[src/rtl/alu_issue_seq_if.sv]
// Handshake and operand bundle between decode, the ALU and writeback.
// The sequencer takes the slave side; its environment takes the master side.
interface alu_issue_seq_if #(
  parameter int WIDTH    = 32,
  parameter int RD_W     = 5,
  parameter int MAX_WAIT = 40,
  parameter int CNT_W    = $clog2(MAX_WAIT + 1)
);
  logic             flush;
  logic             req_valid;
  logic             req_ready;
  logic [WIDTH-1:0] req_a;
  logic [WIDTH-1:0] req_b;
  logic [2:0]       req_f3;
  logic             req_arith;
  logic             req_shadd;
  logic             req_branch;
  logic [RD_W-1:0]  req_rd;
  logic             alu_start;
  logic [WIDTH-1:0] alu_src_a;
  logic [WIDTH-1:0] alu_src_b;
  logic [2:0]       alu_f3;
  logic             alu_arith;
  logic             alu_shadd;
  logic             alu_branch;
  logic [WIDTH-1:0] alu_out;
  logic             alu_done;
  logic             wb_valid;
  logic             wb_ready;
  logic [WIDTH-1:0] wb_data;
  logic [RD_W-1:0]  wb_rd;
  logic             wb_is_branch;
  logic             wb_br_taken;
  logic             wb_err;
  logic [CNT_W-1:0] wb_lat;

  modport slave (
    input  flush, req_valid, req_a, req_b, req_f3,
    input  req_arith, req_shadd, req_branch, req_rd,
    input  alu_out, alu_done, wb_ready,
    output req_ready, alu_start, alu_src_a, alu_src_b,
    output alu_f3, alu_arith, alu_shadd, alu_branch,
    output wb_valid, wb_data, wb_rd, wb_is_branch,
    output wb_br_taken, wb_err, wb_lat
  );

  modport master (
    output flush, req_valid, req_a, req_b, req_f3,
    output req_arith, req_shadd, req_branch, req_rd,
    output alu_out, alu_done, wb_ready,
    input  req_ready, alu_start, alu_src_a, alu_src_b,
    input  alu_f3, alu_arith, alu_shadd, alu_branch,
    input  wb_valid, wb_data, wb_rd, wb_is_branch,
    input  wb_br_taken, wb_err, wb_lat
  );
endinterface

[src/rtl/alu_issue_seq.sv]
// Requester-side sequencer for a multi-cycle ALU start/done port.
// One op in flight: accept, start, wait (with watchdog), respond.
module alu_issue_seq #(
  parameter int WIDTH    = 32,
  parameter int RD_W     = 5,
  parameter int MAX_WAIT = 40,
  parameter int CNT_W    = $clog2(MAX_WAIT + 1)
) (
  input logic           clk,
  input logic           rst,
  alu_issue_seq_if.slave bus
);

  typedef enum logic [1:0] {
    IDLE,
    START,
    WAIT,
    RESP
  } state_t;

  localparam logic [CNT_W-1:0] CMAX = CNT_W'(MAX_WAIT);

  state_t           state;
  state_t           state_nx;
  logic             accept;
  logic             wb_hs;
  logic             done_cap;
  logic             wd_hit;
  logic [CNT_W-1:0] cnt;
  logic [RD_W-1:0]  rd_q;
  logic [WIDTH-1:0] a_q;
  logic [WIDTH-1:0] b_q;
  logic [2:0]       f3_q;
  logic             arith_q;
  logic             shadd_q;
  logic             branch_q;
  logic [WIDTH-1:0] data_q;
  logic             taken_q;
  logic             err_q;
  logic [CNT_W-1:0] lat_q;

  // Flush blocks a new request in the same cycle.
  assign bus.req_ready = (state == IDLE) && !bus.flush;
  assign accept   = bus.req_valid && bus.req_ready;
  assign wb_hs    = (state == RESP) && bus.wb_ready && !bus.flush;
  assign done_cap = (state == WAIT) && bus.alu_done;
  // Done wins over the watchdog when both land together.
  assign wd_hit   = (state == WAIT) && !bus.alu_done && (cnt == CMAX);

  assign bus.alu_start    = (state == START);
  assign bus.wb_valid     = (state == RESP);
  assign bus.alu_src_a    = a_q;
  assign bus.alu_src_b    = b_q;
  assign bus.alu_f3       = f3_q;
  assign bus.alu_arith    = arith_q;
  assign bus.alu_shadd    = shadd_q;
  assign bus.alu_branch   = branch_q;
  assign bus.wb_data      = data_q;
  assign bus.wb_rd        = rd_q;
  assign bus.wb_is_branch = branch_q;
  assign bus.wb_br_taken  = taken_q;
  assign bus.wb_err       = err_q;
  assign bus.wb_lat       = lat_q;

  // State register.
  always_ff @(posedge clk or posedge rst) begin
    if (rst) state <= IDLE;
    else     state <= state_nx;
  end

  // Next-state logic; flush always returns to IDLE.
  always_comb begin
    state_nx = state;
    unique case (state)
      IDLE:  if (accept) state_nx = START;
      START: state_nx = WAIT;
      WAIT:  if (done_cap || wd_hit) state_nx = RESP;
      RESP:  if (wb_hs) state_nx = IDLE;
      default: state_nx = IDLE;
    endcase
    if (bus.flush) state_nx = IDLE;
  end

  // Operand and control capture at request accept.
  always_ff @(posedge clk or posedge rst) begin
    if (rst) begin
      a_q      <= '0;
      b_q      <= '0;
      f3_q     <= '0;
      arith_q  <= 1'b0;
      shadd_q  <= 1'b0;
      branch_q <= 1'b0;
      rd_q     <= '0;
    end else if (accept) begin
      a_q      <= bus.req_a;
      b_q      <= bus.req_b;
      f3_q     <= bus.req_f3;
      arith_q  <= bus.req_arith;
      shadd_q  <= bus.req_shadd;
      branch_q <= bus.req_branch;
      rd_q     <= bus.req_rd;
    end
  end

  // Saturating count of WAIT cycles without done.
  always_ff @(posedge clk or posedge rst) begin
    if (rst) begin
      cnt <= '0;
    end else if (accept) begin
      cnt <= '0;
    end else if (state == WAIT && !bus.alu_done && cnt != CMAX) begin
      cnt <= cnt + 1'b1;
    end
  end

  // Result capture on done or watchdog expiry.
  always_ff @(posedge clk or posedge rst) begin
    if (rst) begin
      data_q  <= '0;
      taken_q <= 1'b0;
      err_q   <= 1'b0;
      lat_q   <= '0;
    end else if (bus.flush) begin
      err_q   <= 1'b0;
    end else if (accept) begin
      err_q   <= 1'b0;
    end else if (done_cap) begin
      data_q  <= bus.alu_out;
      taken_q <= branch_q & bus.alu_out[0];
      err_q   <= 1'b0;
      lat_q   <= cnt;
    end else if (wd_hit) begin
      data_q  <= '0;
      taken_q <= 1'b0;
      err_q   <= 1'b1;
      lat_q   <= CMAX;
    end
  end

endmodule

[src/flat_wrapper.sv]
// flat-port wrapper written by rule: the top's interface ports become plain ports
module alu_issue_seq_flat 
#(
  parameter int WIDTH    = 32,
  parameter int RD_W     = 5,
  parameter int MAX_WAIT = 40,
  parameter int CNT_W    = $clog2(MAX_WAIT + 1)
)
  (clk, rst, bus_flush, bus_req_valid, bus_req_a, bus_req_b, bus_req_f3, bus_req_arith, bus_req_shadd, bus_req_branch, bus_req_rd, bus_alu_out, bus_alu_done, bus_wb_ready, bus_req_ready, bus_alu_start, bus_alu_src_a, bus_alu_src_b, bus_alu_f3, bus_alu_arith, bus_alu_shadd, bus_alu_branch, bus_wb_valid, bus_wb_data, bus_wb_rd, bus_wb_is_branch, bus_wb_br_taken, bus_wb_err, bus_wb_lat);
  alu_issue_seq_if #(.WIDTH(WIDTH), .RD_W(RD_W), .MAX_WAIT(MAX_WAIT), .CNT_W(CNT_W)) bus_i ();
  input logic clk;
  input logic rst;
  input wire logic [$bits(bus_i.flush)-1:0] bus_flush;
  input wire logic [$bits(bus_i.req_valid)-1:0] bus_req_valid;
  input wire logic [$bits(bus_i.req_a)-1:0] bus_req_a;
  input wire logic [$bits(bus_i.req_b)-1:0] bus_req_b;
  input wire logic [$bits(bus_i.req_f3)-1:0] bus_req_f3;
  input wire logic [$bits(bus_i.req_arith)-1:0] bus_req_arith;
  input wire logic [$bits(bus_i.req_shadd)-1:0] bus_req_shadd;
  input wire logic [$bits(bus_i.req_branch)-1:0] bus_req_branch;
  input wire logic [$bits(bus_i.req_rd)-1:0] bus_req_rd;
  input wire logic [$bits(bus_i.alu_out)-1:0] bus_alu_out;
  input wire logic [$bits(bus_i.alu_done)-1:0] bus_alu_done;
  input wire logic [$bits(bus_i.wb_ready)-1:0] bus_wb_ready;
  output wire logic [$bits(bus_i.req_ready)-1:0] bus_req_ready;
  output wire logic [$bits(bus_i.alu_start)-1:0] bus_alu_start;
  output wire logic [$bits(bus_i.alu_src_a)-1:0] bus_alu_src_a;
  output wire logic [$bits(bus_i.alu_src_b)-1:0] bus_alu_src_b;
  output wire logic [$bits(bus_i.alu_f3)-1:0] bus_alu_f3;
  output wire logic [$bits(bus_i.alu_arith)-1:0] bus_alu_arith;
  output wire logic [$bits(bus_i.alu_shadd)-1:0] bus_alu_shadd;
  output wire logic [$bits(bus_i.alu_branch)-1:0] bus_alu_branch;
  output wire logic [$bits(bus_i.wb_valid)-1:0] bus_wb_valid;
  output wire logic [$bits(bus_i.wb_data)-1:0] bus_wb_data;
  output wire logic [$bits(bus_i.wb_rd)-1:0] bus_wb_rd;
  output wire logic [$bits(bus_i.wb_is_branch)-1:0] bus_wb_is_branch;
  output wire logic [$bits(bus_i.wb_br_taken)-1:0] bus_wb_br_taken;
  output wire logic [$bits(bus_i.wb_err)-1:0] bus_wb_err;
  output wire logic [$bits(bus_i.wb_lat)-1:0] bus_wb_lat;
  assign bus_i.flush = bus_flush;
  assign bus_i.req_valid = bus_req_valid;
  assign bus_i.req_a = bus_req_a;
  assign bus_i.req_b = bus_req_b;
  assign bus_i.req_f3 = bus_req_f3;
  assign bus_i.req_arith = bus_req_arith;
  assign bus_i.req_shadd = bus_req_shadd;
  assign bus_i.req_branch = bus_req_branch;
  assign bus_i.req_rd = bus_req_rd;
  assign bus_i.alu_out = bus_alu_out;
  assign bus_i.alu_done = bus_alu_done;
  assign bus_i.wb_ready = bus_wb_ready;
  assign bus_req_ready = bus_i.req_ready;
  assign bus_alu_start = bus_i.alu_start;
  assign bus_alu_src_a = bus_i.alu_src_a;
  assign bus_alu_src_b = bus_i.alu_src_b;
  assign bus_alu_f3 = bus_i.alu_f3;
  assign bus_alu_arith = bus_i.alu_arith;
  assign bus_alu_shadd = bus_i.alu_shadd;
  assign bus_alu_branch = bus_i.alu_branch;
  assign bus_wb_valid = bus_i.wb_valid;
  assign bus_wb_data = bus_i.wb_data;
  assign bus_wb_rd = bus_i.wb_rd;
  assign bus_wb_is_branch = bus_i.wb_is_branch;
  assign bus_wb_br_taken = bus_i.wb_br_taken;
  assign bus_wb_err = bus_i.wb_err;
  assign bus_wb_lat = bus_i.wb_lat;
  alu_issue_seq #(.WIDTH(WIDTH), .RD_W(RD_W), .MAX_WAIT(MAX_WAIT), .CNT_W(CNT_W)) u_core (.clk(clk), .rst(rst), .bus(bus_i));
endmodule
[config.mk]
export PLATFORM = sky130hd
export DESIGN_NAME = alu_issue_seq_flat
export DESIGN_NICKNAME = d
export VERILOG_FILES = /design/src/rtl/alu_issue_seq_if.sv /design/src/rtl/alu_issue_seq.sv /design/src/flat_wrapper.sv
export SDC_FILE = /design/constraint.sdc
export NUM_CORES = 1
export LEC_CHECK = 0
export BUFFER_PORTS_ARGS = -buffer_cell sky130_fd_sc_hd__buf_4
export CORE_ASPECT_RATIO = 0.75
export CORE_MARGIN = 1
export CORE_UTILIZATION = 35
export DETAILED_ROUTE_END_ITERATION = 10
export HOLD_SLACK_MARGIN = 0.15
export PLACE_DENSITY = 0.63
export SLEW_MARGIN = 20
export SYNTH_ARGS = -nofsm -noshare
export SYNTH_HDL_FRONTEND = slang
export SYNTH_SLANG_ARGS = --single-unit
[constraint.sdc]
create_clock -name clk -period 4.36 [get_ports clk]
set_input_delay 0.654 -clock clk [delete_from_list [all_inputs] [get_ports clk]]
set_output_delay 0.654 -clock clk [all_outputs]
set_load 0.01 [all_outputs]
; Yosys cells after proc, flatten, opt, wreduce, memory -nomap -nowiden
; Index checks and enable logic that the tools add are counted.
; W data, S select, Z words.
[totals]
ff_bits = 123
input_bits = 113
[op_classes]
n_bitwise = 3
n_addsub = 1
reduce_logical = 17
n_eq_ne = 8
mux = 17
[ops]
columns = cell, count
row1 = $mux W32, 2
row2 = $mux W6, 4
row3 = $logic_and A1 B1 Y1, 8
row4 = $mux W2, 4
row5 = $pmux W2 S4, 1
row6 = $add A6 B1 Y6 const B, 1
row7 = $eq A6 B6 Y1 const B, 1
row8 = $mux W1, 6
row9 = $ne A3 B2 Y1 const B, 2
row10 = $ne A6 B6 Y1 const B, 1
row11 = $reduce_and A3 Y1, 2
row12 = $eq A2 B2 Y1 const B, 2
row13 = $reduce_bool A2 Y1, 2
row14 = $reduce_bool A4 Y1, 1
row15 = $ne A3 B3 Y1 const B, 1
row16 = $eq A2 B1 Y1 const B, 1
row17 = $logic_not A1 Y1, 2
row18 = $logic_not A2 Y1, 1
row19 = $not A1 Y1, 2
row20 = $and A1 B1 Y1, 1
row21 = $logic_or A1 B1 Y1, 1

; Longest topological paths before layout
; Gate-level depths: netlist of run 1.
[logic_depth]
word_depth = 7
depth_mapped = 8

; Worst setup path before layout of run 1
; OpenSTA, ideal clock, no wires.
[synth_path]
kind = reg-to-reg
from = register u_core.state[0]
to = register u_core.branch_q, in the netlist u_core.bus.alu_branch
stages_incl_launch_ff = 8
path_slack_ns = 2.516
t_arrival_ns = 1.717
synth_period_minus_slack_ns = 1.844
path_cell_list = dfrtp_1 > inv_1 > ha_1 > nor2b_1 > and2_1 > buf_6 > buf_6 > mux2_1
[synth_between]
elab_chain_len = 3
[synth_rtl]
columns = element, line
row1 = start: declaration, alu_issue_seq.sv:23  ; state_t state;
row2 = start signal: assignment, alu_issue_seq.sv:68  ; else state <= state_nx;
row3 = $logic_not A2 Y1, alu_issue_seq.sv:43  ; assign bus.req_ready = (state == IDLE) && !bus.flush;
row4 = $logic_and A1 B1 Y1, alu_issue_seq.sv:43
row5 = net bus_req_ready, flat_wrapper.sv:25  ; output wire logic [$bits(bus_i.req_ready)-1:0] bus_req_ready;
row6 = $logic_and A1 B1 Y1, alu_issue_seq.sv:44  ; assign accept = bus.req_valid && bus.req_ready;
row7 = end signal: assignment, alu_issue_seq.sv:100  ; branch_q <= bus.req_branch;
row8 = end: declaration, alu_issue_seq.sv:36  ; logic branch_q;
; The timed path passes the listed nets, and every way through them passes these cells.
; A chain may end at the register's enable or synchronous reset.

; Worst setup path in the final report of run 1
[layout_path]
from = register u_core.state[0]
to = register u_core.b_q[8], in the netlist u_core.bus.alu_src_b[8]
[layout_between]
elab_chain_len = 3
[layout_rtl]
columns = element, line
row1 = $logic_not A2 Y1, alu_issue_seq.sv:43
row2 = $logic_and A1 B1 Y1, alu_issue_seq.sv:43
row3 = $logic_and A1 B1 Y1, alu_issue_seq.sv:44
row4 = end signal: assignment, alu_issue_seq.sv:96  ; b_q <= bus.req_b;
row5 = end: declaration, alu_issue_seq.sv:32  ; logic [WIDTH-1:0] b_q;
; Every way passes these cells.

==> results of run 1 <==
-- flip-flops by register name, summed over array words and instances, names as in the netlist --
signal	count
u_core.bus.alu_src_a	32
u_core.bus.wb_br_taken	1
u_core.bus.wb_data	32
u_core.bus.wb_lat	6
u_core.bus.alu_arith	1
u_core.bus.alu_shadd	1
u_core.state	2
u_core.bus.alu_f3	3
u_core.cnt	6
u_core.bus.wb_rd	5
u_core.bus.alu_src_b	32
u_core.bus.wb_err	1
u_core.bus.alu_branch	1
-- Yosys cell counts --
master and number:
nand4_1 1, and2_1 3, nor2_1 7, dfrtp_1 123, a21o_1 1, a2111oi_2 1, nor4bb_1 1, buf_4 5
mux2_1 75, inv_2 1, xnor2_1 3, a2bb2oi_1 2, or3_1 1, a211oi_1 1, nor2b_1 1, a211oi_2 2
mux2i_1 2, o21ai_0 1, buf_2 2, nand4bb_1 1, a22o_1 36, and4bb_4 1, nand2b_1 2, a221oi_2 1
and3_1 1, mux2_4 1, a21oi_1 2, o21ai_2 1, ha_1 6, buf_6 11, nand2_1 2, xor2_1 1
clkbuf_1 1, inv_1 9
-- how the worst min path moves through the flow --
| stage | to | slack, ns | depth (start not counted) |
|---|---|---|---|
| 2_1_floorplan | u_core.bus.wb_data[0]$_DFFE_PP0P_ | 0.52 | 1 |
| 3_3_place_gp | u_core.bus.wb_data[0]$_DFFE_PP0P_ | 0.46 | 1 |
| 3_5_place_dp | u_core.bus.alu_src_a[10]$_DFFE_PP0P_ | 0.48 | 1 |
| 4_1_cts | u_core.bus.alu_src_a[15]$_DFFE_PP0P_ | 0.42 | 2 |
| 5_1_grt | u_core.bus.wb_err$_DFFE_PP0P_ | 0.44 | 2 |
| 6_report | u_core.bus.alu_src_a[15]$_DFFE_PP0P_ | 0.39 | 2 |
-- report_power, final --
part	total, mW	internal [mW]	switching (mW)
clock network	1.37	0.812	0.554
registers	1.94	1.66	0.280
logic	1.89	1.07	0.820
-- worst max-delay path: stages (launching register included) --
cell     delay, ns
dfrtp_1       0.41
inv_1         0.13
ha_1          0.24
nor2b_1       0.19
and2_4        0.55
buf_4         0.42
mux2_1        0.37
-- cells by family after synthesis --
family	synth area share
adders and majority gates	0.0155
buffers and inverters	0.0440
muxes	0.182
and+or+nand+nor	0.0264
xor gates and xnor gates	0.00725
AOI/OAI and AO/OA	0.0882
DFF	0.637
-- per-layer routing --
layer  share of wire  vias to the layer above  GRT usage
met5               0                        -          0
met4           0.015                        0     0.0590
met3           0.092                       14     0.0754
met2            0.47                      142      0.284
met1            0.42                     1709      0.219
li1                -                     1582          -
-- through the flow --
stage | instance area, µm² | hold slack (ns) | cells | total power, mW | setup slack, ns
3_3_place_gp | 6660 | 0.464 | 697 | 3.81 | 1.94
2_1_floorplan | 4830 | 0.518 | 309 | 2.81 | 0.435
5_1_grt | 7230 | 0.435 | 729 | 5.51 | 1.72
6_report | 7230 | 0.391 | 729 | 5.19 | 1.91
4_1_cts | 7230 | 0.420 | 729 | 5.26 | 1.88
3_5_place_dp | 6660 | 0.476 | 697 | 3.87 | 1.89
-- layout make-up --
cell class | count | area [µm²]
timing repair buffer | 236 | 1770
tap | 171 | 214
clock inverter | 14 | 138
sequential | 123 | 3080
inverter | 10 | 40.0
fill | 1142 | 6010
multi-input combinational | 157 | 1550
clock buffer | 18 | 439
-- layout by cell type, fill, tap and decap left out, types with 2 or more instances in the layout --
cell / instances
nand2b_1: 2
clkbuf_16: 17
a21oi_1: 2
mux2_1: 75
a2bb2oi_1: 2
and2_1: 2
mux2i_1: 2
xnor2_1: 3
a211oi_2: 2
inv_6: 5
buf_4: 236
nand2_1: 2
a22o_1: 36
clkinvlp_4: 4
dfrtp_1: 123
nor2_1: 7
clkinv_4: 2
inv_1: 8
ha_1: 6
==> metrics.yaml, run 1 <==
status:
  status: "finished, final reports clean"
logic_synthesis:
  synth_area_leaders: "dfrtp_1, mux2_1, a22o_1, buf_6, ha_1"
  ys_ff_latch: 123
  synth_area_um2: 4830
  yosys.area.top_type: "dfrtp_1"
  syn_area_per_cell_um2: 15.6
  synth_top_area_frac: 0.637
  yosys_warnings: 0
  syn_nets: 428
  yosysSeqAreaShare: 0.637
  ys_types: 34
  syn_inst: 309
sta:
  max_freq_mhz: 408
  worst_slew_pin_slew_ns: 1.02
  setup-violations-final: 0
  max_slew_margin: 0.319
  drv_slew: 0
  fin_crit_ns: 2.45
  clock_skew_ns: 0.00747
  rsz0062_at_grt: "no"
  period_share: 0.562
  hold_viol_final: 0
  finalSetupTns_ns: 0
detailed_routing:
  wl_per_cell_um: 16.9
  initialDrtViolationCount: 175
  drc_errors: 0
  drt-total-wl_mm: 12.3
  vias: 3447
  firstDrtPassIters: 4
  postRouteAntennaNets: 0
  vias_per_cell: 4.73
floorplan:
  io_pins: 232
  rows: 36
  core_um2: 13200
  start_util: 0.365
  dieArea_um2: 14300
  die_height_um: 104
  fp.dieW_um: 138
worst_hold_path:
  hold_class: "input pin to async pin"
critical_path:
  worstPathRequired_ns: 4.65
  cp_max_fo: 45
  path_class: "register to register"
  reg2reg_slack_ns: 1.91
  rr_worst_depth: 6
  endpoint: "u_core.bus.alu_src_b[8]$_DFFE_PP0P_"
  worstSetupStartpoint: "u_core.state[0]$_DFFE_PP0P_"
  timing.rr.start: "u_core.state[0]$_DFFE_PP0P_"
  cp-start-kind: "register"
  worst_setup_path_end_kind: "register"
  rr_endpoint: "u_core.bus.alu_src_b[8]$_DFFE_PP0P_"
  crit_arrival_ns: 2.74
global_route:
  track_usage: 0.179
  grt_pass1_vias: 3654
  antenna_found_initial: 0
  grt_max_degree: 64
  grt_pass1_wl_mm: 19.4
  grt_overflow: 0
finish:
  drive_gt1_frac: 0.498
  areaGrowthSynthToFinish_pct: 49.6
  final_core_util: 0.546
  final_net_count: 664
  num_antenna_cells: 0
power_and_ir_drop:
  p_per_area_nw_per_um2: 717
  ir_drop_mv: 0.356
  leakage_nw: 3.59
clock_network:
  cts_made_buffers: 17
  cts_setup_buffers: 0
  numClockSinks: 123
  cts_tree: "done"
  clk_latency_ns: 0.41
  hold_buffers: 0
  clockBufferDepth: 2
  cts-root-buf: "clkbuf_16"
  htree_levels: 4
  postCtsResizedCells: 0
  clk_pin_slew_worst_paths_ns: 0.06
job:
  drv_cap: 0
placed_design:
  dpl.hpwl_mm: 8.91
  gp_congestion: 0.736
  io_buffers: 231
Power figures use the tool's default switching activity.
==> inputs of run 2 (changes only) <==
clock period = 2.3 ns   (was 4.36 ns; I/O delays follow)
==> metrics.yaml, run 2 (synthesis gave the netlist of run 1 again) <==
critical_path:
  timing.rr.start: "u_core.state[0]$_DFFE_PP0P_"
  critical-path-slowest-cell: "dfrtp_1"
  worst_setup_path_end_kind: "register"
  worstPathCellList: "inv_1 -> ha_1 -> inv_2 -> a211oi_2 -> o21ai_4 -> buf_12 -> a22o_1"
  cp_max_fo: 30  # -33%
  slowest_delay_ns: 0.42  # -0.13 ns
  cp.depth: 7  # +1
  rr_endpoint: "u_core.bus.wb_data[30]$_DFFE_PP0P_"
  crit_arrival_ns: 2.29  # -0.45 ns
  cp-start-kind: "register"
  critPathBufInv: 3  # +1
  crit_family: "compound AO/OA/AOI/OAI gates"
  path_class: "register to register"
  worstPathRequired_ns: 2.58  # -2.07 ns
  reg2reg_slack_ns: 0.29  # -1.62 ns
  rr_worst_depth: 7  # +1
finish:
  num_antenna_cells: 0  # unchanged
  stdcell_count: 777  # +6.6%
  fillCellCount: 1093  # -4.3%
  final_common_cell: "buf_4"
  final_area_um2: 7830  # +8.2%
  final_net_count: 712  # +7.2%
  areaGrowthSynthToFinish_pct: 61.9
  final_cell_mix: "buf_4, dfrtp_1, mux2_1"
  drive_gt1_frac: 0.459  # -0.0395
placed_design:
  placed_area_um2: 6740  # +1.3%
  io_buffers: 231  # unchanged
  place_inst: 698  # +0.14%
  gp_congestion: 0.735  # -0.16%
  dpl.hpwl_mm: 8.93  # +0.25%
floorplan:
  io_pins: 232  # unchanged
  start_util: 0.365  # unchanged
  dieArea_um2: 14300  # unchanged
  fp.dieW_um: 138  # unchanged
  core_um2: 13200  # unchanged
  rows: 36  # unchanged
  die_height_um: 104  # unchanged
worst_hold_path:
  hold_path_end: "u_core.bus.alu_src_a[28]$_DFFE_PP0P_"
  holdPathStages: 2
  hold_class: "input pin to register"
  holdCritStartpoint: "bus_req_a[28]"
clock_network:
  cts-root-buf: "clkbuf_16"
  clk_pin_slew_worst_paths_ns: 0.06  # about the same
  clk_latency_ns: 0.40  # about the same
  numClockSinks: 123  # unchanged
  postCtsResizedCells: 0  # unchanged
  clockBufferDepth: 2  # unchanged
  cts_made_buffers: 17  # unchanged
  htree_levels: 4  # unchanged
  cts_tree: "done"
sta:
  finalSetupTns_ns: 0  # unchanged
  setup-violations-final: 0  # unchanged
  hold_slack_ns: 0.166  # -0.225 ns
  hold_viol_final: 0  # unchanged
  fin_crit_ns: 2.01  # -0.435 ns
  drv_slew: 0  # unchanged
  rsz0062_at_grt: "no"
  period_share: 0.876  # +0.314
  max_slew_margin: 0.627  # +0.308
  worst_slew_pin_slew_ns: 0.558  # -0.459 ns
  clock_skew_ns: 0.00702  # -0.000450 ns
  max_freq_mhz: 497  # +22%
job:
  drv_cap: 0  # unchanged
detailed_routing:
  initialDrtViolationCount: 100  # -43%
  firstDrtPassIters: 4  # unchanged
  drc_errors: 0  # unchanged
  drt-total-wl_mm: 12.6  # +1.7%
  wl_per_cell_um: 16.2  # -4.6%
  vias: 3614  # +4.8%
  postRouteAntennaNets: 0  # unchanged
  vias_per_cell: 4.65  # -1.6%
power_and_ir_drop:
  total_power_mw: 10.1  # +95%
  p_per_area_nw_per_um2: 1290  # +80%
  leakage_nw: 3.83  # +6.7%
  ir_drop_mv: 0.754  # +110%
global_route:
  grt_pass1_vias: 3709  # +1.5%
  grt_pass1_wl_mm: 19.3  # -0.18%
  grt_overflow: 0  # unchanged
  grt_max_degree: 53  # -17%
  track_usage: 0.180  # +0.000207
  antenna_found_initial: 0  # unchanged
status:
  status: "finished, final reports clean"
run 2: area by class of cell:
class                           count  area (µm²)  share of cell area
Multi-Input combinational cell    157        1550               0.199
Clock inverter                     14         185              0.0237
Tap cell                          171         214              0.0273
Timing Repair Buffer              284        2320               0.297
Sequential cell                   123        3080               0.393
Clock buffer                       18         429              0.0548
Inverter                           10        41.3             0.00528
run 2: how the worst max path moves through the flow:
stage	from	slack [ns]	to
floorplan	rst	0.44	u_core.bus.alu_arith$_DFFE_PP0P_
global placement	u_core.state[0]$_DFFE_PP0P_	0.42	u_core.bus.alu_src_a[0]$_DFFE_PP0P_
detailed placement	u_core.state[0]$_DFFE_PP0P_	0.31	u_core.bus.wb_data[13]$_DFFE_PP0P_
CTS	u_core.state[0]$_DFFE_PP0P_	0.28	u_core.bus.wb_data[13]$_DFFE_PP0P_
global route	u_core.state[0]$_DFFE_PP0P_	0.12	u_core.bus.wb_data[13]$_DFFE_PP0P_
finish	u_core.state[0]$_DFFE_PP0P_	0.29	u_core.bus.wb_data[30]$_DFFE_PP0P_
run 2: power by group:
group | internal [mW] | switching [mW] | total (mW)
Combinational | 2.11 | 1.56 | 3.67
Clock | 1.73 | 1.01 | 2.74
Sequential | 3.15 | 0.546 | 3.69
run 2: layer usage:
layer / GRT usage / wire (µm)
met1: 0.220 / 5340
met2: 0.296 / 6160
met3: 0.0563 / 924
met4: 0.0621 / 123
met5: 0 / 0
run 2: what timing repair did:
action / in CTS / in global routing
hold buffers: 42 / 5
setup buffers: 0 / 0
hold endpoints to repair: 62 / 5
run 2: per-stage QoR:
step	setup WS, ns	utilization
2_1_floorplan	0.444	-
3_3_place_gp	0.419	0.509
3_5_place_dp	0.315	0.509
4_1_cts	0.281	0.587
5_1_grt	0.120	0.591
6_report	0.286	0.591
==> inputs of run 3 (changes only) <==
PLACE_DENSITY = unset   (was 0.63)
PLACE_DENSITY_LB_ADDON = 0.12   (was unset)
==> metrics.yaml, run 3 (synthesis gave the netlist of run 1 again) <==
status:
  status: "finished, final reports clean"
placed_design:
  gp_congestion: 0.723  # -1.6%
  io_buffers: 231  # unchanged
  dpl.hpwl_mm: 8.60  # -3.7%
  preCtsSetupSlack_ns: 0.312  # -0.00269 ns
critical_path:
  crit_arrival_ns: 2.25  # -0.04 ns
  cp_max_fo: 18  # -40%
  timing.rr.start: "u_core.state[0]$_DFFE_PP0P_"
  reg2reg_slack_ns: 0.32  # +0.04 ns
  worstPathRequired_ns: 2.58  # about the same
  cp-start-kind: "register"
  rr_endpoint: "u_core.bus.wb_lat[0]$_DFFE_PP0P_"
  rr_worst_depth: 7  # unchanged
  worst_setup_path_end_kind: "register"
  path_class: "register to register"
global_route:
  grt.met1_usage: 0.214  # -0.00614
  busiest_layer: "met2"
  grt_pass1_wl_mm: 18.2  # -6.1%
  met3_usage: 0.0519  # -0.00441
  grt_pass1_vias: 3484  # -6.1%
  antenna_found_initial: 0  # unchanged
  grt_max_degree: 47  # -11%
  grt_overflow: 0  # unchanged
  gr-usage-met2: 0.267  # -0.0287
  track_usage: 0.167  # -0.0126
worst_hold_path:
  holdPathStages: 2  # unchanged
  hold_path_end: "u_core.bus.alu_src_a[12]$_DFFE_PP0P_"
  holdCritStartpoint: "bus_req_a[12]"
  hold_class: "input pin to register"
power_and_ir_drop:
  p_switching_mw: 2.97  # -4.6%
  ir_drop_mv: 0.651  # -14%
  p_per_area_nw_per_um2: 1330  # +3.2%
  combinationalPowerShare: 0.358  # -0.005
  p_seq_frac: 0.369  # +0.003
  leakage_nw: 3.70  # -3.2%
  p_clk_frac: 0.273  # +0.002
  netSwitchingFraction: 0.297  # -0.0107
  power.internal_mw: 7.01  # +0.42%
detailed_routing:
  initialDrtViolationCount: 66  # -34%
  drt-total-wl_mm: 11.8  # -6.1%
  vias: 3429  # -5.1%
  drc_errors: 0  # unchanged
  wl_per_cell_um: 15.8  # -2.4%
  postRouteAntennaNets: 0  # unchanged
  vias_per_cell: 4.59  # -1.3%
  firstDrtPassIters: 4  # unchanged
finish:
  final_net_count: 683  # -4.1%
  areaGrowthSynthToFinish_pct: 55.0
  final_cell_mix: "buf_4, dfrtp_1, mux2_1"
  final_common_cell: "buf_4"
  num_antenna_cells: 0  # unchanged
  drive_gt1_frac: 0.484  # +0.0256
sta:
  setup-violations-final: 0  # unchanged
  drv_slew: 0  # unchanged
  finalSetupTns_ns: 0  # unchanged
  max_slew_margin: 0.548  # -0.0788
  max_freq_mhz: 506  # +1.8%
  rsz0062_at_grt: "no"
  worst_slew_pin_slew_ns: 0.676  # +0.118 ns
  clock_skew_ns: 0.00941  # +0.00239 ns
  period_share: 0.860  # -0.0158
  fin_crit_ns: 1.98  # -0.0364 ns
  worst_slack_ns: 0.322  # +0.0364 ns
  hold_viol_final: 0  # unchanged
floorplan:
  start_util: 0.365  # unchanged
  dieArea_um2: 14300  # unchanged
  die_height_um: 104  # unchanged
  io_pins: 232  # unchanged
  core_um2: 13200  # unchanged
  rows: 36  # unchanged
  fp.dieW_um: 138  # unchanged
clock_network:
  clockBufferDepth: 2  # unchanged
  cts_made_buffers: 17  # unchanged
  cts-root-buf: "clkbuf_16"
  numClockSinks: 123  # unchanged
  clk_latency_ns: 0.40  # about the same
  htree_levels: 4  # unchanged
  clk_pin_slew_worst_paths_ns: 0.06  # about the same
  cts_tree: "done"
job:
  drv_cap: 0  # unchanged
## run 3: worst max path at each step
stage / from / to / slack (ns) / depth (start not counted)
after detailed placement: u_core.state[0]$_DFFE_PP0P_ / u_core.bus.wb_data[23]$_DFFE_PP0P_ / 0.31 / 7
after global placement: u_core.state[0]$_DFFE_PP0P_ / u_core.bus.wb_lat[0]$_DFFE_PP0P_ / 0.33 / 7
after global routing: u_core.cnt[0]$_DFFE_PP0P_ / u_core.bus.wb_lat[0]$_DFFE_PP0P_ / 0.15 / 7
after floorplan: rst / u_core.bus.alu_arith$_DFFE_PP0P_ / 0.44 / 1
final: u_core.state[0]$_DFFE_PP0P_ / u_core.bus.wb_lat[0]$_DFFE_PP0P_ / 0.32 / 7
after CTS: u_core.state[0]$_DFFE_PP0P_ / u_core.bus.wb_lat[0]$_DFFE_PP0P_ / 0.30 / 7
## run 3: layout make-up
cell class / instances / area [µm²]
Tap cell: 171 / 214
Clock inverter: 12 / 174
Inverter: 10 / 41.3
Clock buffer: 19 / 433
Fill cell: 1096 / 5750
Timing Repair Buffer: 255 / 2000
Sequential cell: 123 / 3080
Multi-Input combinational cell: 157 / 1550
## run 3: metal layers
layer / vias up / wire (µm)
met3: 10 / 1040
met1: 1663 / 5020
met4: 0 / 101
met2: 137 / 5620
li1: 1619 / -
met5: - / 0
## run 3: worst max-delay path, stage by stage, from the launching register on
cell,delay [ns]
dfrtp_1,0.41
inv_1,0.11
ha_1,0.27
inv_2,0.07
a211oi_2,0.34
o21ai_4,0.20
buf_4,0.25
a22o_1,0.20
## run 3: power groups by stage
stage	registers (mW)	logic, mW	clock network (mW)
after floorplan	4.10	1.23	0
after global placement	3.68	3.57	0
after detailed placement	3.71	3.63	0
after CTS	3.69	3.65	2.80
after global routing	3.82	3.88	2.91
final	3.68	3.57	2.73
## run 3: per-stage QoR
step | cell area (µm²) | instances | hold WS [ns] | util | total power [mW]
after CTS | 7500 | 747 | 0.150 | 0.566 | 10.1
after floorplan | 4840 | 309 | 0.407 | - | 5.33
after global placement | 6740 | 701 | 0.464 | 0.509 | 7.25
after detailed placement | 6740 | 701 | 0.474 | 0.509 | 7.34
final | 7500 | 747 | 0.166 | 0.566 | 9.98
after global routing | 7500 | 747 | 0.151 | 0.566 | 10.6
## run 3: what timing repair did
item | 4_1_cts | 5_1_grt
gates resized for setup | 0 | 0
buffers inserted | 0 | 0
endpoints found under the hold margin | 40 | 0
hold buffers | 15 | 0
